$ cat config.mk
export PLATFORM = sky130hd
export DESIGN_NAME = vga_timing_flat
export DESIGN_NICKNAME = d
export VERILOG_FILES = /design/src/rtl/vga_pkg.sv /design/src/rtl/vga_timing_if.sv /design/src/rtl/vga_axis_counter.sv /design/src/rtl/vga_timing.sv /design/src/flat_wrapper.sv
export SDC_FILE = /design/constraint.sdc
export NUM_CORES = 1
export LEC_CHECK = 0
export CAP_MARGIN = 25
export CORE_MARGIN = 8
export CORE_UTILIZATION = 40
export CTS_CLUSTER_SIZE = 12
export DETAILED_ROUTE_END_ITERATION = 8
export HOLD_SLACK_MARGIN = 0.06
export MAX_ROUTING_LAYER = met4
export SYNTH_ARGS = -nofsm -noshare
export SYNTH_HDL_FRONTEND = slang
export SYNTH_HIERARCHICAL = 1
export SYNTH_SLANG_ARGS = --single-unit
$ cat constraint.sdc
create_clock -name pclk -period 3.7 [get_ports pclk]
set_input_delay 0.925 -clock pclk [delete_from_list [all_inputs] [get_ports pclk]]
set_output_delay 0.925 -clock pclk [all_outputs]
set_load 0.02 [all_outputs]
$ cat src/rtl/vga_pkg.sv
// vga_pkg: XGA 1024x768@60 timing constants shared by the timing generator and draw stages
package vga_pkg;
  localparam int CNT_W          = 11;
  localparam int XGA_H_ACTIVE   = 1024;
  localparam int XGA_H_FP       = 24;
  localparam int XGA_H_SYNC     = 136;
  localparam int XGA_H_BP       = 160;
  localparam int XGA_V_ACTIVE   = 768;
  localparam int XGA_V_FP       = 3;
  localparam int XGA_V_SYNC     = 6;
  localparam int XGA_V_BP       = 29;
  localparam bit XGA_SYNC_POL   = 1'b0;
  localparam int H_TOTAL        = XGA_H_ACTIVE + XGA_H_FP + XGA_H_SYNC + XGA_H_BP;
  localparam int V_TOTAL        = XGA_V_ACTIVE + XGA_V_FP + XGA_V_SYNC + XGA_V_BP;
  localparam int H_ACTIVE_LAST  = XGA_H_ACTIVE - 1;
  localparam int V_ACTIVE_LAST  = XGA_V_ACTIVE - 1;
endpackage

$ cat src/rtl/vga_timing_if.sv
// vga_timing_if: raster timing bundle passed from the timing generator to draw stages
interface vga_timing_if;
  import vga_pkg::*;
  logic [CNT_W-1:0] hcount;
  logic [CNT_W-1:0] vcount;
  logic             hblnk;
  logic             vblnk;
  logic             hsync;
  logic             vsync;
  logic             frame_start;
  modport master (output hcount, vcount, hblnk, vblnk, hsync, vsync, frame_start);
  modport slave  (input  hcount, vcount, hblnk, vblnk, hsync, vsync, frame_start);
endinterface

$ cat src/rtl/vga_axis_counter.sv
// vga_axis_counter: one raster axis counter with blank/sync decoded from its next state
module vga_axis_counter
  import vga_pkg::*;
#(
  parameter int ACTIVE = XGA_H_ACTIVE,
  parameter int FP     = XGA_H_FP,
  parameter int SYNC   = XGA_H_SYNC,
  parameter int BP     = XGA_H_BP,
  parameter bit POL    = XGA_SYNC_POL
) (
  input  logic             pclk,
  input  logic             rst,
  input  logic             advance,
  output logic [CNT_W-1:0] count,
  output logic             blnk,
  output logic             sync,
  output logic             wrap
);
  localparam int TOTAL = ACTIVE + FP + SYNC + BP;
  localparam logic [CNT_W-1:0] LAST  = CNT_W'(TOTAL - 1);
  localparam logic [CNT_W-1:0] ACT   = CNT_W'(ACTIVE);
  localparam logic [CNT_W-1:0] S_BEG = CNT_W'(ACTIVE + FP);
  localparam logic [CNT_W-1:0] S_END = CNT_W'(ACTIVE + FP + SYNC - 1);
  logic [CNT_W-1:0] count_q, count_d;
  logic             blnk_q, sync_q;
  // next count: wrap at the last position (>= keeps it safe from any out-of-range value)
  always_comb begin
    wrap    = advance && count_q >= LAST;
    count_d = wrap ? '0 : count_q + CNT_W'(advance);
  end
  // register count with blank/sync decoded from the next count so all three stay aligned
  always_ff @(posedge pclk) begin
    if (rst) begin
      count_q <= '0;
      blnk_q  <= 1'b0;
      sync_q  <= ~POL;
    end else begin
      count_q <= count_d;
      blnk_q  <= count_d >= ACT;
      sync_q  <= (count_d >= S_BEG && count_d <= S_END) ? POL : ~POL;
    end
  end
  assign count = count_q;
  assign blnk  = blnk_q;
  assign sync  = sync_q;
endmodule

$ cat src/rtl/vga_timing.sv
// vga_timing: head of the display pipeline, generating registered raster timing
module vga_timing
  import vga_pkg::*;
#(
  parameter int H_ACTIVE = XGA_H_ACTIVE,
  parameter int H_FP     = XGA_H_FP,
  parameter int H_SYNC   = XGA_H_SYNC,
  parameter int H_BP     = XGA_H_BP,
  parameter int V_ACTIVE = XGA_V_ACTIVE,
  parameter int V_FP     = XGA_V_FP,
  parameter int V_SYNC   = XGA_V_SYNC,
  parameter int V_BP     = XGA_V_BP,
  parameter bit SYNC_POL = XGA_SYNC_POL
) (
  input  logic         pclk,
  input  logic         rst,
  vga_timing_if.master vga
);
  logic [CNT_W-1:0] hcount, vcount;
  logic             hblnk, vblnk, hsync, vsync, h_wrap, v_wrap;
  logic             frame_start_q;
  vga_axis_counter #(.ACTIVE(H_ACTIVE), .FP(H_FP), .SYNC(H_SYNC), .BP(H_BP), .POL(SYNC_POL)) u_h (
    .pclk(pclk), .rst(rst), .advance(1'b1),
    .count(hcount), .blnk(hblnk), .sync(hsync), .wrap(h_wrap)
  );
  vga_axis_counter #(.ACTIVE(V_ACTIVE), .FP(V_FP), .SYNC(V_SYNC), .BP(V_BP), .POL(SYNC_POL)) u_v (
    .pclk(pclk), .rst(rst), .advance(h_wrap),
    .count(vcount), .blnk(vblnk), .sync(vsync), .wrap(v_wrap)
  );
  // frame start marks the (0,0) state: reset or the cycle after the joint line/frame wrap
  always_ff @(posedge pclk) begin
    frame_start_q <= rst | v_wrap;
  end
  assign vga.hcount      = hcount;
  assign vga.vcount      = vcount;
  assign vga.hblnk       = hblnk;
  assign vga.vblnk       = vblnk;
  assign vga.hsync       = hsync;
  assign vga.vsync       = vsync;
  assign vga.frame_start = frame_start_q;
endmodule

$ cat src/flat_wrapper.sv
// flat-port wrapper written by rule: the top's interface ports become plain ports
module vga_timing_flat import vga_pkg::*;
#(
  parameter int H_ACTIVE = XGA_H_ACTIVE,
  parameter int H_FP     = XGA_H_FP,
  parameter int H_SYNC   = XGA_H_SYNC,
  parameter int H_BP     = XGA_H_BP,
  parameter int V_ACTIVE = XGA_V_ACTIVE,
  parameter int V_FP     = XGA_V_FP,
  parameter int V_SYNC   = XGA_V_SYNC,
  parameter int V_BP     = XGA_V_BP,
  parameter bit SYNC_POL = XGA_SYNC_POL
)
  (pclk, rst, vga_hcount, vga_vcount, vga_hblnk, vga_vblnk, vga_hsync, vga_vsync, vga_frame_start);
  vga_timing_if vga_i ();
  input  logic pclk;
  input  logic rst;
  output wire logic [$bits(vga_i.hcount)-1:0] vga_hcount;
  output wire logic [$bits(vga_i.vcount)-1:0] vga_vcount;
  output wire logic [$bits(vga_i.hblnk)-1:0] vga_hblnk;
  output wire logic [$bits(vga_i.vblnk)-1:0] vga_vblnk;
  output wire logic [$bits(vga_i.hsync)-1:0] vga_hsync;
  output wire logic [$bits(vga_i.vsync)-1:0] vga_vsync;
  output wire logic [$bits(vga_i.frame_start)-1:0] vga_frame_start;
  assign vga_hcount = vga_i.hcount;
  assign vga_vcount = vga_i.vcount;
  assign vga_hblnk = vga_i.hblnk;
  assign vga_vblnk = vga_i.vblnk;
  assign vga_hsync = vga_i.hsync;
  assign vga_vsync = vga_i.vsync;
  assign vga_frame_start = vga_i.frame_start;
  vga_timing #(.H_ACTIVE(H_ACTIVE), .H_FP(H_FP), .H_SYNC(H_SYNC), .H_BP(H_BP), .V_ACTIVE(V_ACTIVE), .V_FP(V_FP), .V_SYNC(V_SYNC), .V_BP(V_BP), .SYNC_POL(SYNC_POL)) u_core (.pclk(pclk), .rst(rst), .vga(vga_i));
endmodule
Word-level counts from Yosys, hierarchy flattened
Cells that the tools add are included.

cells by class
  bitwise gates (word level) = 1
  reductions and logical operators = 3
  magnitude comparators = 8
  $mul = 0
  add/sub/neg operators = 2
  equal/unequal tests = 0
  multiplexer cells = 4
  divide/modulo/power cells = 0
  shift operators = 0

operators with widths
  cell                                                                      number
  11-bit by 10-bit >= comparator with 1-bit output (second input constant)  3
  11-bit >= comparator (second input constant)                              3
  11-bit 2-to-1 mux                                                         2
  11-bit by 1-bit adder with 11-bit output                                  1
  11-bit by 1-bit adder with 11-bit output (second input constant)          1
  11-bit by 10-bit <= comparator with 1-bit output (second input constant)  1
  11-bit <= comparator (second input constant)                              1
  1-bit logical AND                                                         3
  1-bit 2-to-1 mux                                                          2
  1-bit bitwise OR                                                          1

word-level totals
  word-level logic and storage cells = 25
  ROM bits = 0
  bits in latches = 0
  bits in registers = 27
  memories kept = 0
  output and inout bits = 27
  bits in writable memories = 0

Logic depth before layout (Yosys ltp)
  depth in word-level cells = 6
  depth in mapped cells = 13
  depth with buffers taken out = 10

Modules after synthesis
Netlist, hierarchy kept.

by module, submodules not included
  module                          cells an instance  instances  area each (um2)
  vga_axis_counter at u_core.u_v  91                 1          860.8
  vga_axis_counter at u_core.u_h  88                 1          719.4
  vga_timing                      3                  1          30.0

Least setup slack after synthesis
No wires, ideal clock.

  path kind = register -> register
  start point = register u_core.u_h.count_q[5] (netlist: u_core/u_h/count[5])
  end point = register u_core.u_v.blnk_q (netlist: u_core/u_v/blnk)
  arrival time = 2.741 ns
  stages on the path, launching flop included = 13
  buffers on the path = 2
  setup slack = 0.819 ns
  period minus slack after synthesis = 2.881 ns
  data required time = 3.561 ns
  cell sequence = dfxtp_1 -> buf_4 -> nand4_1 -> or4_4 -> nand2_1 -> ha_1 -> ha_1 -> clkbuf_1 -> nand3_1 -> nor2_1 -> nand3_1 -> xor2_1 -> a41oi_1

between the ends
  longest elaborated chain between the ends = 4

RTL lines
  element                                                                               line                                            source
  start, declared                                                                       vga_axis_counter.sv:24                          logic [CNT_W-1:0] count_q, count_d;
  start signal, assigned                                                                vga_axis_counter.sv:38                          count_q <= count_d;
  11-bit >= comparator *                                                                vga_axis_counter.sv:28                          wrap = advance && count_q >= LAST;
  via u_core.h_wrap                                                                     vga_timing.sv:20                                logic hblnk, vblnk, hsync, vsync, h_wrap, v_wrap;
  11-bit by 1-bit adder with 11-bit output / 1-bit logical AND (equally long branches)  vga_axis_counter.sv:29, vga_axis_counter.sv:28
  11-bit 2-to-1 mux *                                                                   vga_axis_counter.sv:29                          count_d = wrap ? '0 : count_q + CNT_W'(advance);
  11-bit by 10-bit >= comparator with 1-bit output *                                    vga_axis_counter.sv:39                          blnk_q <= count_d >= ACT;
  end signal, assigned                                                                  vga_axis_counter.sv:35                          blnk_q <= 1'b0;
  end signal, assigned                                                                  vga_axis_counter.sv:39
  end, declared                                                                         vga_axis_counter.sv:25                          logic blnk_q, sync_q;

The timed path passes the listed nets; every way through them passes the cells marked *.
A chain may end at the register's enable or synchronous reset.

Worst setup path after layout
Ends and elaborated chain as after synthesis.

==> impl_metrics.py <==
metrics = {
    "global_routing": {
        "grt_pass1_vias": 1205,
        "grt_max_degree": 16,
        "grt_usage_pct": 11.5,
        "grt_pass1_wl_um": 5830,
        "overflow": 0,
        "antenna_found_initial": 0,
    },
    "cells_and_area": {
        "finalNonFillerCells": 253,
        "final_layout_size_suffix_gt1_share_pct": 10.3,
        "fillCellCount": 390,
        "fin_util_pct": 48.3,
        "n_antenna_cell": 0,
        "nets": 210,
        "seqCellArea_um2": 541,
        "area_delta_synth_final_pct": 18.2,
        "multi_input_area_um2": 955,
    },
    "detailed_routing": {
        "vias": 1292,
        "routed_wirelength_um": 3380,
        "drt_first_iter_violations": 94,
        "post-route-drc-count": 0,
        "wire_per_inst_um": 13.3,
        "post_drt_via_cell_ratio": 5.11,
        "first_pass_iters": 4,
        "final_antenna_net_count": 0,
    },
    "logic_synthesis": {
        "synth-edff-count": 0,
        "async_reset_ff_share_pct": 0,
        "synth_flop_cell": "dfxtp_1",
        "yosysWarningCount": 6,
        "synth.avg_cell_area_um2": 8.85,
        "synth_top_area_share_pct": 33.6,
        "synth_cell_types": 54,
        "yosysMostFrequentCell": "dfxtp_1",
        "synth_area_leaders": "dfxtp_1, nor2_4, nor2_1",
        "seq_area_frac_synth_pct": 33.6,
        "netlist_area_um2": 1610,
        "yosys.area.top_type": "dfxtp_1",
        "synth_common_cells": "dfxtp_1, nor2_1, nand2_1",
        "synthCells": 182,
        "ys_ff_latch": 27,
    },
    "sta": {
        "max_freq_ghz": 0.336,
        "finalClockSkew_ns": 0.00225,
        "drv_slew": 0,
        "rsz0062_at_grt": "false",
        "period_minus_slack_ns": 2.98,
        "hold_viol": 0,
        "fin_ws_ns": 0.720,
        "setup_viol": 0,
        "period_share_pct": 80.5,
        "setup_tns_ns": 0,
    },
    "critical_path": {
        "cp_max_fo": 11,
        "worstPathRequired_ns": 3.84,
        "critical_path_class": "flop to flop",
        "startpoint_type": "flop",
        "cp_cell_sequence": "nand4_1 -> or4_4 -> nand2_1 -> ha_1 -> ha_1 -> nand3_1 -> nor2_1 -> nand3_1 -> xor2_1 -> a41oi_1",
        "slowest_delay_ns": 0.55,
        "reg2reg_from": "u_core/u_h/count[5]",
        "slowest_stage": "or4_4",
        "arrival_ns": 3.12,
        "crit_start": "u_core/u_h/count[5]",
        "end_kind": "flop",
    },
    "pwr": {
        "ir_worst_vdd_v": 0.000127,
        "combinationalPowerShare_pct": 5.3,
        "p_sw_w": 0.000110,
        "swShare_pct": 22.6,
        "power_frac_seq_pct": 60.5,
        "power.total_w": 0.000489,
        "p_leak_nw": 0.654,
        "p_int_w": 0.000379,
        "clock_power_share_pct": 34.2,
        "p_per_area_nw_per_um2": 257,
    },
    "floorplanning": {
        "rows": 23,
        "die_area_um2": 6310,
        "initial_utilization_pct": 40.8,
        "die_h_um": 79.5,
        "io_pins": 29,
        "core_um2": 3940,
        "die_x_um": 79.5,
    },
    "clock_tree": {
        "htreeDepth": 1,
        "cts_sinks": 27,
        "cts_setup_buffers": 0,
        "cts_inserted_buffers": 3,
        "insertion_delay_ns": 0.27,
        "cts-root-buf": "clkbuf_8",
        "postCtsResizedCells": 0,
        "cts-hold-fix-buffers": 0,
        "cts.path.max_buffers": 2,
        "cts_tree": "built",
        "clkSlewWorstSetupHoldPaths_ns": 0.09,
    },
    "placed_design": {
        "place_ws_ns": 0.765,
        "gp_congestion": 0.908,
        "dpl.hpwl_um": 2550,
        "io_buffers": 28,
        "placed_cells": 249,
    },
    "hold_path": {
        "hp-class": "flop to flop",
        "hp-start": "u_core/u_v/count[10]",
    },
    "run_status": {
        "status": "complete, no violations",
    },
    "job": {
        "drv_cap": 0,
    },
}
-- metal layers --
layer | share of wire (%) | track usage (%)
met4 | 0.80 | 3.33
met5 | 0 | -
met2 | 47 | 18.5
met1 | 48 | 13.9
met3 | 4.6 | 2.48
-- state kept, by name, indices dropped and copies added (netlist names) --
name	cells
u_core/u_h/sync	1
u_core/u_v/sync	1
u_core/vga.frame_start	1
u_core/u_v/count	11
u_core/u_v/blnk	1
u_core/u_h/count	11
u_core/u_h/blnk	1
-- metrics by stage --
step	hold WS, ns	area (um2)
6_report	0.620	1900
5_1_grt	0.675	1900
4_1_cts	0.619	1900
3_5_place_dp	0.597	1860
3_3_place_gp	0.575	1860
2_1_floorplan	0.648	1620
-- cell families after synthesis --
| group | after synthesis | synth area share, % |
|---|---|---|
| xor gates and xnor gates | 18 | 9.79 |
| buffers and inverters | 18 | 7.61 |
| DFF | 27 | 33.6 |
| other | 1 | 0.233 |
| AOI/OAI and AO/OA | 25 | 11.3 |
| muxes | 3 | 1.86 |
| and+or+nand+nor | 86 | 32.6 |
| adders and majority gates | 4 | 3.11 |
-- worst max-delay path: cells and delay by family (launching register included) --
kind	cells	cell delay (ns)
flops	1	0.52
xor+xnor	1	0.23
compound gates	1	0.14
fa+ha+maj	2	0.57
simple gates	6	1.37
-- layout make-up --
type                            count  share of cell area, %
Timing Repair Buffer               28                   14.7
Clock buffer                        3                   2.17
Multi-Input combinational cell    139                   50.2
Clock inverter                      1                  0.263
Tap cell                           50                   3.29
Inverter                            5                  0.986
Sequential cell                    27                   28.4
-- placed cells by master (no fill, tap or decap), types with 2 or more instances in the layout --
| master | count |
|---|---|
| a21oi_1 | 4 |
| a31oi_1 | 3 |
| and3_1 | 3 |
| clkbuf_8 | 3 |
| clkdlybuf4s50_1 | 28 |
| conb_1 | 3 |
| dfxtp_1 | 27 |
| ha_1 | 4 |
| inv_1 | 5 |
| mux2i_1 | 3 |
| nand2_1 | 10 |
| nand2b_1 | 2 |
| nand3_1 | 8 |
| nand4_1 | 9 |
| nor2_1 | 23 |
| nor2_2 | 2 |
| nor2_4 | 8 |
| nor3_1 | 3 |
| o211ai_1 | 2 |
| o21a_1 | 2 |
| o21ai_0 | 3 |
| o31ai_1 | 2 |
| xnor2_1 | 9 |
| xor2_1 | 9 |
-- power by group through the flow --
stage / Clock [W] / Sequential (W) / Combinational (W)
2_1_floorplan: 0 / 0.000306 / 0.0000165
3_3_place_gp: 0 / 0.000302 / 0.0000262
3_5_place_dp: 0 / 0.000303 / 0.0000265
4_1_cts: 0.000174 / 0.000296 / 0.0000267
5_1_grt: 0.000189 / 0.000296 / 0.0000289
6_report: 0.000167 / 0.000296 / 0.0000259
-- path summary, 6_finish.rpt --
check,slack [ns],endpoint,cells after the start
hold reg to reg,0.62,u_core/u_v/sync,2
hold / removal,0.62,u_core/u_v/sync,2
setup reg to reg,0.72,u_core/u_v/blnk,10
setup / recovery,0.72,u_core/u_v/blnk,10
Note: power is estimated with default switching activity, not from simulation.
